`src/rtl/mult32_seq_ctrl.sv`:
```
// mult32_seq_ctrl: sequential 32x32->64 shift-add multiplier controller.
// A single ripple-carry adder (rc_add_sub_32, add mode) is reused across
// 32 iterations. Results are presented on registered hi_o/lo_o.
// Optional feature macro: MULT_SIGNED_EN
//   defined   : signed_i honoured (magnitude in, negate out via FIX state),
//               latency 33 edges from accepting edge to done_o.
//   undefined : signed_i ignored, no FIX state, latency 32 edges.

// Ripple-carry adder/subtractor; sna_i=1 subtracts (a_i - b_i).
module rc_add_sub_32 (
  input  logic [31:0] a_i,
  input  logic [31:0] b_i,
  input  logic        sna_i,
  output logic [31:0] s_o,
  output logic        c_o
);
  logic [31:0] bx;
  logic        carry;

  assign bx = b_i ^ {32{sna_i}};

  // Bit-serial ripple through the 32 full adders.
  always_comb begin
    s_o   = '0;
    carry = sna_i;
    for (int i = 0; i < 32; i++) begin
      s_o[i] = a_i[i] ^ bx[i] ^ carry;
      carry  = (a_i[i] & bx[i]) | (carry & (a_i[i] ^ bx[i]));
    end
    c_o = carry;
  end
endmodule

// Handshake: start_i is a request sampled only while idle (busy_o=0,
// done_o=0); there is no ready/backpressure. Requests made while busy or
// during the done cycle are dropped, not queued. done_o pulses for exactly
// one cycle and hi_o/lo_o are valid from that cycle until the next result.
module mult32_seq_ctrl #(
  parameter int WIDTH = 32
) (
  input  logic             clk_i,
  input  logic             rst_i,
  input  logic             start_i,
  input  logic             signed_i,
  input  logic [WIDTH-1:0] a_i,
  input  logic [WIDTH-1:0] b_i,
  output logic             busy_o,
  output logic             done_o,
  output logic [WIDTH-1:0] hi_o,
  output logic [WIDTH-1:0] lo_o,
  output logic [1:0]       dbg_state_o
);

  typedef enum logic [1:0] {
    S_IDLE = 2'd0,
    S_ITER = 2'd1,
    S_FIX  = 2'd2,
    S_DONE = 2'd3
  } state_t;

  state_t      state_q, state_d;
  logic [31:0] mcnd_q;
  logic [31:0] p_hi_q;
  logic [31:0] p_lo_q;
  logic [5:0]  cnt_q;
  logic [31:0] hi_q;
  logic [31:0] lo_q;

  logic        accept;
  logic        iter_en;
  logic        load_res;
  logic        last_iter;

  logic [31:0] add_sum;
  logic        add_cout;
  logic [32:0] step_hi;
  logic [63:0] step_prod;
  logic [31:0] a_mag;
  logic [31:0] b_mag;
  logic        neg_in;

`ifdef MULT_SIGNED_EN
  logic        neg_q;
  logic [63:0] prod_cur;
  logic [63:0] prod_fixed;
`else
  logic        unused_signed;
  assign unused_signed = signed_i;
`endif

  // Shared adder: partial-high plus multiplicand, always in add mode.
  rc_add_sub_32 u_add (
    .a_i   (p_hi_q),
    .b_i   (mcnd_q),
    .sna_i (1'b0),
    .s_o   (add_sum),
    .c_o   (add_cout)
  );

  assign step_hi   = p_lo_q[0] ? {add_cout, add_sum} : {1'b0, p_hi_q};
  assign step_prod = {step_hi, p_lo_q[31:1]};
  assign last_iter = (cnt_q == 6'd31);

`ifdef MULT_SIGNED_EN
  assign a_mag      = (signed_i && a_i[31]) ? (~a_i + 32'd1) : a_i;
  assign b_mag      = (signed_i && b_i[31]) ? (~b_i + 32'd1) : b_i;
  assign neg_in     = signed_i & (a_i[31] ^ b_i[31]);
  assign prod_cur   = {p_hi_q, p_lo_q};
  assign prod_fixed = neg_q ? (~prod_cur + 64'd1) : prod_cur;
`else
  assign a_mag  = a_i;
  assign b_mag  = b_i;
  assign neg_in = 1'b0;
`endif

  // State register.
  always_ff @(posedge clk_i) begin
    if (rst_i) state_q <= S_IDLE;
    else       state_q <= state_d;
  end

  // Next-state logic.
  always_comb begin
    state_d = state_q;
    case (state_q)
      S_IDLE: if (start_i) state_d = S_ITER;
      S_ITER: begin
        if (last_iter) begin
`ifdef MULT_SIGNED_EN
          state_d = S_FIX;
`else
          state_d = S_DONE;
`endif
        end
      end
      S_FIX:  state_d = S_DONE;
      S_DONE: state_d = S_IDLE;
      default: state_d = S_IDLE;
    endcase
  end

  // FSM outputs and datapath enables.
  always_comb begin
    busy_o   = 1'b0;
    done_o   = 1'b0;
    accept   = 1'b0;
    iter_en  = 1'b0;
    load_res = 1'b0;
    case (state_q)
      S_IDLE: accept = start_i;
      S_ITER: begin
        busy_o  = 1'b1;
        iter_en = 1'b1;
`ifndef MULT_SIGNED_EN
        load_res = last_iter;
`endif
      end
      S_FIX: begin
        busy_o = 1'b1;
`ifdef MULT_SIGNED_EN
        load_res = 1'b1;
`endif
      end
      S_DONE: done_o = 1'b1;
      default: ;
    endcase
  end

  // Operand capture, shift-add iteration, result load.
  always_ff @(posedge clk_i) begin
    if (rst_i) begin
      mcnd_q <= '0;
      p_hi_q <= '0;
      p_lo_q <= '0;
      cnt_q  <= '0;
      hi_q   <= '0;
      lo_q   <= '0;
`ifdef MULT_SIGNED_EN
      neg_q  <= 1'b0;
`endif
    end else begin
      if (accept) begin
        mcnd_q <= a_mag;
        p_lo_q <= b_mag;
        p_hi_q <= '0;
        cnt_q  <= '0;
`ifdef MULT_SIGNED_EN
        neg_q  <= neg_in;
`endif
      end
      if (iter_en) begin
        {p_hi_q, p_lo_q} <= step_prod;
        cnt_q            <= cnt_q + 6'd1;
      end
      if (load_res) begin
`ifdef MULT_SIGNED_EN
        {hi_q, lo_q} <= prod_fixed;
`else
        {hi_q, lo_q} <= step_prod;
`endif
      end
    end
  end

`ifndef MULT_SIGNED_EN
  logic unused_neg;
  assign unused_neg = neg_in;
`endif

  assign hi_o        = hi_q;
  assign lo_o        = lo_q;
  assign dbg_state_o = state_q;

endmodule

```
`config.mk`:
```
export PLATFORM = sky130hd
export DESIGN_NAME = mult32_seq_ctrl
export DESIGN_NICKNAME = d
export VERILOG_FILES = /design/src/rtl/mult32_seq_ctrl.sv
export SDC_FILE = /design/constraint.sdc
export NUM_CORES = 1
export LEC_CHECK = 0
export ABC_AREA = 1
export CAP_MARGIN = 20
export CORE_ASPECT_RATIO = 0.7
export CORE_MARGIN = 3
export CORE_UTILIZATION = 51
export DETAILED_ROUTE_END_ITERATION = 12
export DONT_BUFFER_PORTS = 1
export GPL_TIMING_DRIVEN = 0
export HOLD_SLACK_MARGIN = 0.05
export PLACE_DENSITY = 0.64
export SETUP_SLACK_MARGIN = 0.2
export SKIP_LAST_GASP = 1
export SYNTH_ARGS = -nofsm -noshare
export SYNTH_HDL_FRONTEND = slang
export SYNTH_SLANG_ARGS = --single-unit
export TNS_END_PERCENT = 10
```
`constraint.sdc`:
```
create_clock -name clk_i -period 15.4 [get_ports clk_i]
set_input_delay 3.85 -clock clk_i [delete_from_list [all_inputs] [get_ports clk_i]]
set_output_delay 3.85 -clock clk_i [all_outputs]
set_load 0.05 [all_outputs]
```
# --- After elaboration in Yosys (flattened, before gate mapping) ---
# Cells that the tools add are included.
word_totals:
  in_bits: 68
  reg_bits: 168
  out_inout_bits: 68
  wordCells: 190
classes:
  bitwise_logic: 157
  addsub: 1
  n_reduce_logical: 4
  eq_ne: 6
  n_mux: 15
op_table:
  columns: ["op", "count"]
  rows:
  - ["$mux W32", 4]
  - ["$and A1 B1 Y1", 63]
  - ["$xor A1 B1 Y1", 63]
  - ["$mux W33", 1]
  - ["$or A1 B1 Y1", 31]
  - ["$mux W6", 2]
  - ["$pmux W2 S4", 1]
  - ["$add A6 B1 Y6 const B", 1]
  - ["$eq A6 B5 Y1 const B", 1]
  - ["$mux W1", 5]
  - ["$eq A2 B2 Y1 const B", 2]
  - ["$mux W2", 2]
  - ["$ne A2 B2 Y1 const B", 2]
  - ["$eq A2 B1 Y1 const B", 1]
  - ["$logic_not A2 Y1", 1]
  - ["$reduce_and A2 Y1", 1]
  - ["$reduce_bool A2 Y1", 1]
  - ["$reduce_or A2 Y1", 1]

# --- Logic depth before layout (Yosys ltp) ---
depth:
  ltp_word: 65
  depth_mapped: 40
  mapped_depth_nobuf: 40

# --- Hierarchy ---
# From an unflattened synthesis, not the netlist that was laid out.
hier_totals:
  cells_unflattened: 1055
  hier_area_um2: 7957.6
by_module_without_submodules:
  columns: ["mod", "n_inst", "area_each_um2", "seq_area_each_um2", "cells_per_inst"]
  rows:
  - ["mult32_seq_ctrl", 1, 6688.9, 3363.2, 908]
  - ["rc_add_sub_32", 1, 1268.7, 0.0, 147]

# --- Worst setup path after synthesis ---
# Ideal clock, no wire load.
synth_timing:
  kind: "reg2reg"
  startpoint: "reg mcnd_q[0]"
  endpoint: "reg p_hi_q[30]"
  n_path_buf: 0
  setup_ns: 0.128
  stages_incl_launch_ff: 41
  path_slack_ns: 2.542
  required_time_ns: 15.272
  arrival_ns: 12.730
  period_less_slack_ns: 12.858
  path_cell_list: "dfxtp_1 ha_1 inv_1 fa_1 fa_1 fa_1 fa_1 fa_1 fa_1 fa_1 fa_1 fa_1 fa_1 fa_1 fa_1 fa_1 fa_1 fa_1 [5 not listed] fa_1 fa_1 fa_1 fa_1 fa_1 fa_1 fa_1 fa_1 fa_1 fa_1 inv_1 fa_1 inv_1 nand2_1 o21ai_0 o22ai_1 inv_1 nor2_1"
synth_between:
  elab_chain_len: 64
synth_lines:
  columns: ["element", "line", "rtl"]
  rows:
  - ["start, declared", "62", "logic [31:0] mcnd_q;"]
  - ["start signal, assigned", "183", "mcnd_q <= a_mag;"]
  - ["$and A1 B1 Y1 (2 in series)", "28", "carry = (a_i[i] & bx[i]) | (carry & (a_i[i] ^ bx[i]));"]
  - ["$or A1 B1 Y1", "28", null]
  - ["$and A1 B1 Y1", "28", null]
  - ["$or A1 B1 Y1", "28", null]
  - ["$and A1 B1 Y1", "28", null]
  - ["$or A1 B1 Y1", "28", null]
  - ["$and A1 B1 Y1", "28", null]
  - ["$or A1 B1 Y1", "28", null]
  - ["[47 not listed]", null, null]
  - ["$or A1 B1 Y1", "28", null]
  - ["$and A1 B1 Y1", "28", null]
  - ["$or A1 B1 Y1", "28", null]
  - ["$and A1 B1 Y1", "28", null]
  - ["$or A1 B1 Y1", "28", null]
  - ["$xor A1 B1 Y1", "27", "s_o[i] = a_i[i] ^ bx[i] ^ carry;"]
  - ["$mux W33", "100", "assign step_hi = p_lo_q[0] ? {add_cout, add_sum} : {1'b0, p_hi_q};"]
  - ["$mux W32", "191", "if (iter_en) begin"]
  - ["end signal, assigned", "192", "{p_hi_q, p_lo_q} <= step_prod;"]
  - ["end, declared", "63", "logic [31:0] p_hi_q;"]
# Every way passes these cells.
# A chain may end at the register's enable or synchronous reset.

# --- Worst setup path in the final report ---
layout_timing:
  startpoint: "reg mcnd_q[0]"
  endpoint: "reg hi_q[30], in the netlist hi_o[30]"
layout_between:
  elab_chain_len: 63
layout_lines:
  columns: ["element", "line", "rtl"]
  rows:
  - ["$and A1 B1 Y1 (2 in series)", "28", null]
  - ["$or A1 B1 Y1", "28", null]
  - ["$and A1 B1 Y1", "28", null]
  - ["$or A1 B1 Y1", "28", null]
  - ["$and A1 B1 Y1", "28", null]
  - ["$or A1 B1 Y1", "28", null]
  - ["$and A1 B1 Y1", "28", null]
  - ["$or A1 B1 Y1", "28", null]
  - ["[46 not listed]", null, null]
  - ["$and A1 B1 Y1", "28", null]
  - ["$or A1 B1 Y1", "28", null]
  - ["$and A1 B1 Y1", "28", null]
  - ["$or A1 B1 Y1", "28", null]
  - ["$and A1 B1 Y1", "28", null]
  - ["$or A1 B1 Y1", "28", null]
  - ["$xor A1 B1 Y1", "27", null]
  - ["$mux W33", "100", null]
  - ["end signal, assigned", "199", "{hi_q, lo_q} <= step_prod;"]
  - ["end, declared", "66", "logic [31:0] hi_q;"]
# Every way passes these cells.

==> key figures <==
Clock tree
  • Clock Latency Late Sink: 0.43 ns
  • Clk buf depth: 2
  • Worst-path clk slew: 0.06 ns
  • Cts hold-fix bufs: 0
  • Sink Count: 168
  • # Post-CTS Setup Buffers: 0
  • CTS tree: yes
  • Cts bufs inserted: 17
  • Clk root buf: clkbuf_16
  • H-tree Lvls: 4
  • CTS resizes: 0

Timing
  • Slew @ Worst Pin: 0.6685 ns
  • Min cycle time layout: 13.64 ns
  • RSZ-0062 raised after global routing: no
  • Final hold vios: 0
  • Final TNS setup: 0 ns
  • Clock skew: 0.01072 ns
  • Final period util: 88.59%
  • Rel. slew slack: 55.38%
  • Slew Limit Fails: 0
  • Max Clk Rate: 0.07329 GHz
  • Final setup fails: 0

Power
  • Reg power frac: 39.0%
  • Clk pwr share: 33.7%
  • NetSw: 0.5147 mW
  • PwrDens: 174.2 nW/um2
  • Combinational power share: 27.3%
  • Leak: 3.118 nW
  • Pint: 0.9383 mW
  • Sw Share: 35.42%
  • Worst VDD drop: 0.1118 mV

Placed design
  • HPWL Detailed: 12990 um
  • Port Buffer Count: 0
  • Placer Congestion: 0.8333
  • Placed inst area: 7670 um2

Finish
  • Commonest non-fill, non-tap cell in the layout: nand2_1
  • ANT cells: 0
  • Design area: 8343 um2
  • Syn-to-layout area delta: 12.26%
  • Most frequent cells in the layout: nand2_1 (218), dfxtp_1 (168), inv_1 (141), nor2_1 (137), a21oi_1 (69)
  • Ratio of cells with drive above 1 in the final layout: 5.783%
  • Nets: 1095

Floorplanning
  • Area of the core: 14100 um2
  • Initial core utilization: 52.72%
  • Cell row count: 36
  • IO Pins: 136
  • Die width: 150.3 um
  • Area of the die: 16080 um2
  • Die Y: 107 um

Drt
  • DR iter-0 viols: 407
  • Vias per cell: 5.056
  • DR DRC count: 0
  • Via count: 6032
  • Drt pass-1 iters: 6
  • WL/cell: 15.24 um
  • Final wirelength: 18190 um
  • Antenna viol nets, final: 0

Worst setup path
  • Most used cell, CP: fa_1
  • CP Class: register to register
  • Worst stage delay on the critical path: 0.45 ns
  • Crit-path max FO: 2
  • Crit start category: register
  • Critical-path top delay cell: fa_1
  • Arr. time, crit path: 13.95 ns
  • CP required: 15.70 ns
  • CP endpoint kind: register
  • FF-to-FF path depth: 40

Min path
  • HP Class: register to register
  • Hold Path Cell Cnt: 2

Global route
  • Total gr overflow: 0
  • First-pass GRT wire length: 28680 um
  • Vias in the first global route: 5408
  • Initial antenna violation count: 0
  • Largest net degree at the start of global routing: 17
  • Global-route usage over all layers: 22.86%

Logic synthesis
  • Post-synthesis instance total: 971
  • Sequential-to-total area share from yosys stat: 45.25%
  • Yosys top cell area share: 45.25%
  • Synth Net Count: 1076
  • Post-Syn Area: 7432 um2
  • Synth Register Bits: 168
  • Cell variety after synth: 22
  • Number of synthesis warnings: 0
  • Avg Cell Area, Syn: 7.654 um2
  • Top post-synthesis cells by area: dfxtp_1 (45%), nand2_1 (11%), fa_1 (8.4%)
  • Leading area contributor after synthesis: dfxtp_1

Run
  • Max-cap violations: 0

Outcome
  • Status: finished, final reports clean
## area by class of cell
cell class	instances	area, um2
buffer	61	289.0
fill	1320	5756
sequential	168	3363
inverter	142	533.0
tap	190	237.7
clock buffer	17	425.4
multi-input combinational	600	3247
clock inverter	15	247.7
## kinds of logic (layout without fill, tap and decap cells)
family                   count (synthesis)  count (layout)  synth area share [%]
AND/OR/NAND/NOR                        364             364                 18.77
buffers and inverters                  203             235                 11.06
flip-flops                             168             168                 45.25
adder cells (fa/ha/maj)                 37              37                 9.360
AO/OA/AOI/OAI                          199             199                 15.56
## through the flow
step                hold slack, ns  utilization [%]  instances  worst slack [ns]  power, mW
floorplan                   0.4521                -        971             2.542     0.8620
global placement            0.4663            54.40       1161             1.895     0.9643
detailed placement          0.4688            54.40       1161             1.813     0.9678
CTS                         0.4744            59.18       1193             1.794      1.458
global route                0.5022            59.18       1193             1.391      1.544
finish                      0.4721            59.18       1193             1.756      1.453
## state kept, by name, indices dropped and copies added (netlist names)
signal / cells
cnt_q: 6
p_hi_q: 32
hi_o: 32
lo_o: 32
p_lo_q: 32
mcnd_q: 32
dbg_state_o: 2
## critical path: cells and delay by family (launching register included)
kind,cells,cell delay (ns)
flops,1,0.35
buf+inv,3,0.18
fa+ha+maj,32,12.54
compound gates,1,0.17
simple gates,4,0.26
## cells in the mapped netlist
master    number
fa_1          31
o211ai_1       1
nor2_1       137
dfxtp_1      168
nand4_1        1
o21bai_1       1
nand3_1        6
clkbuf_1      34
inv_1        141
clkinv_1       1
ha_1           6
nand2_1      218
nor3_4         1
o21ai_0       66
buf_6          4
a21oi_1       69
buf_2         18
buf_4          2
o22ai_1       31
nand3_2        1
buf_1          3
o221ai_1      31
## per-layer routing
layer  vias to the layer above  GRT usage, %  share of wire (%)
li1                       3087             -                  -
met1                      2750         35.77                 51
met5                         -             0                  0
met2                       175         30.41                 41
met4                         0         6.397                1.3
met3                        20         6.253                7.0
## power by group through the flow
| stage | Combinational (mW) | Sequential [mW] | Clock [mW] |
|---|---|---|---|
| 6_report | 0.397 | 0.567 | 0.489 |
| 4_1_cts | 0.396 | 0.565 | 0.497 |
| 3_3_place_gp | 0.390 | 0.574 | 0 |
| 2_1_floorplan | 0.299 | 0.563 | 0 |
| 5_1_grt | 0.453 | 0.577 | 0.515 |
| 3_5_place_dp | 0.393 | 0.575 | 0 |
## final timing paths
kind,from,to,slack [ns]
max,mcnd_q[0],hi_o[30],1.76
min reg2reg,p_lo_q[31],lo_o[30],0.47
max reg2reg,mcnd_q[0],hi_o[30],1.76
min,p_lo_q[31],lo_o[30],0.47
Note: power is estimated with default switching activity, not from simulation.
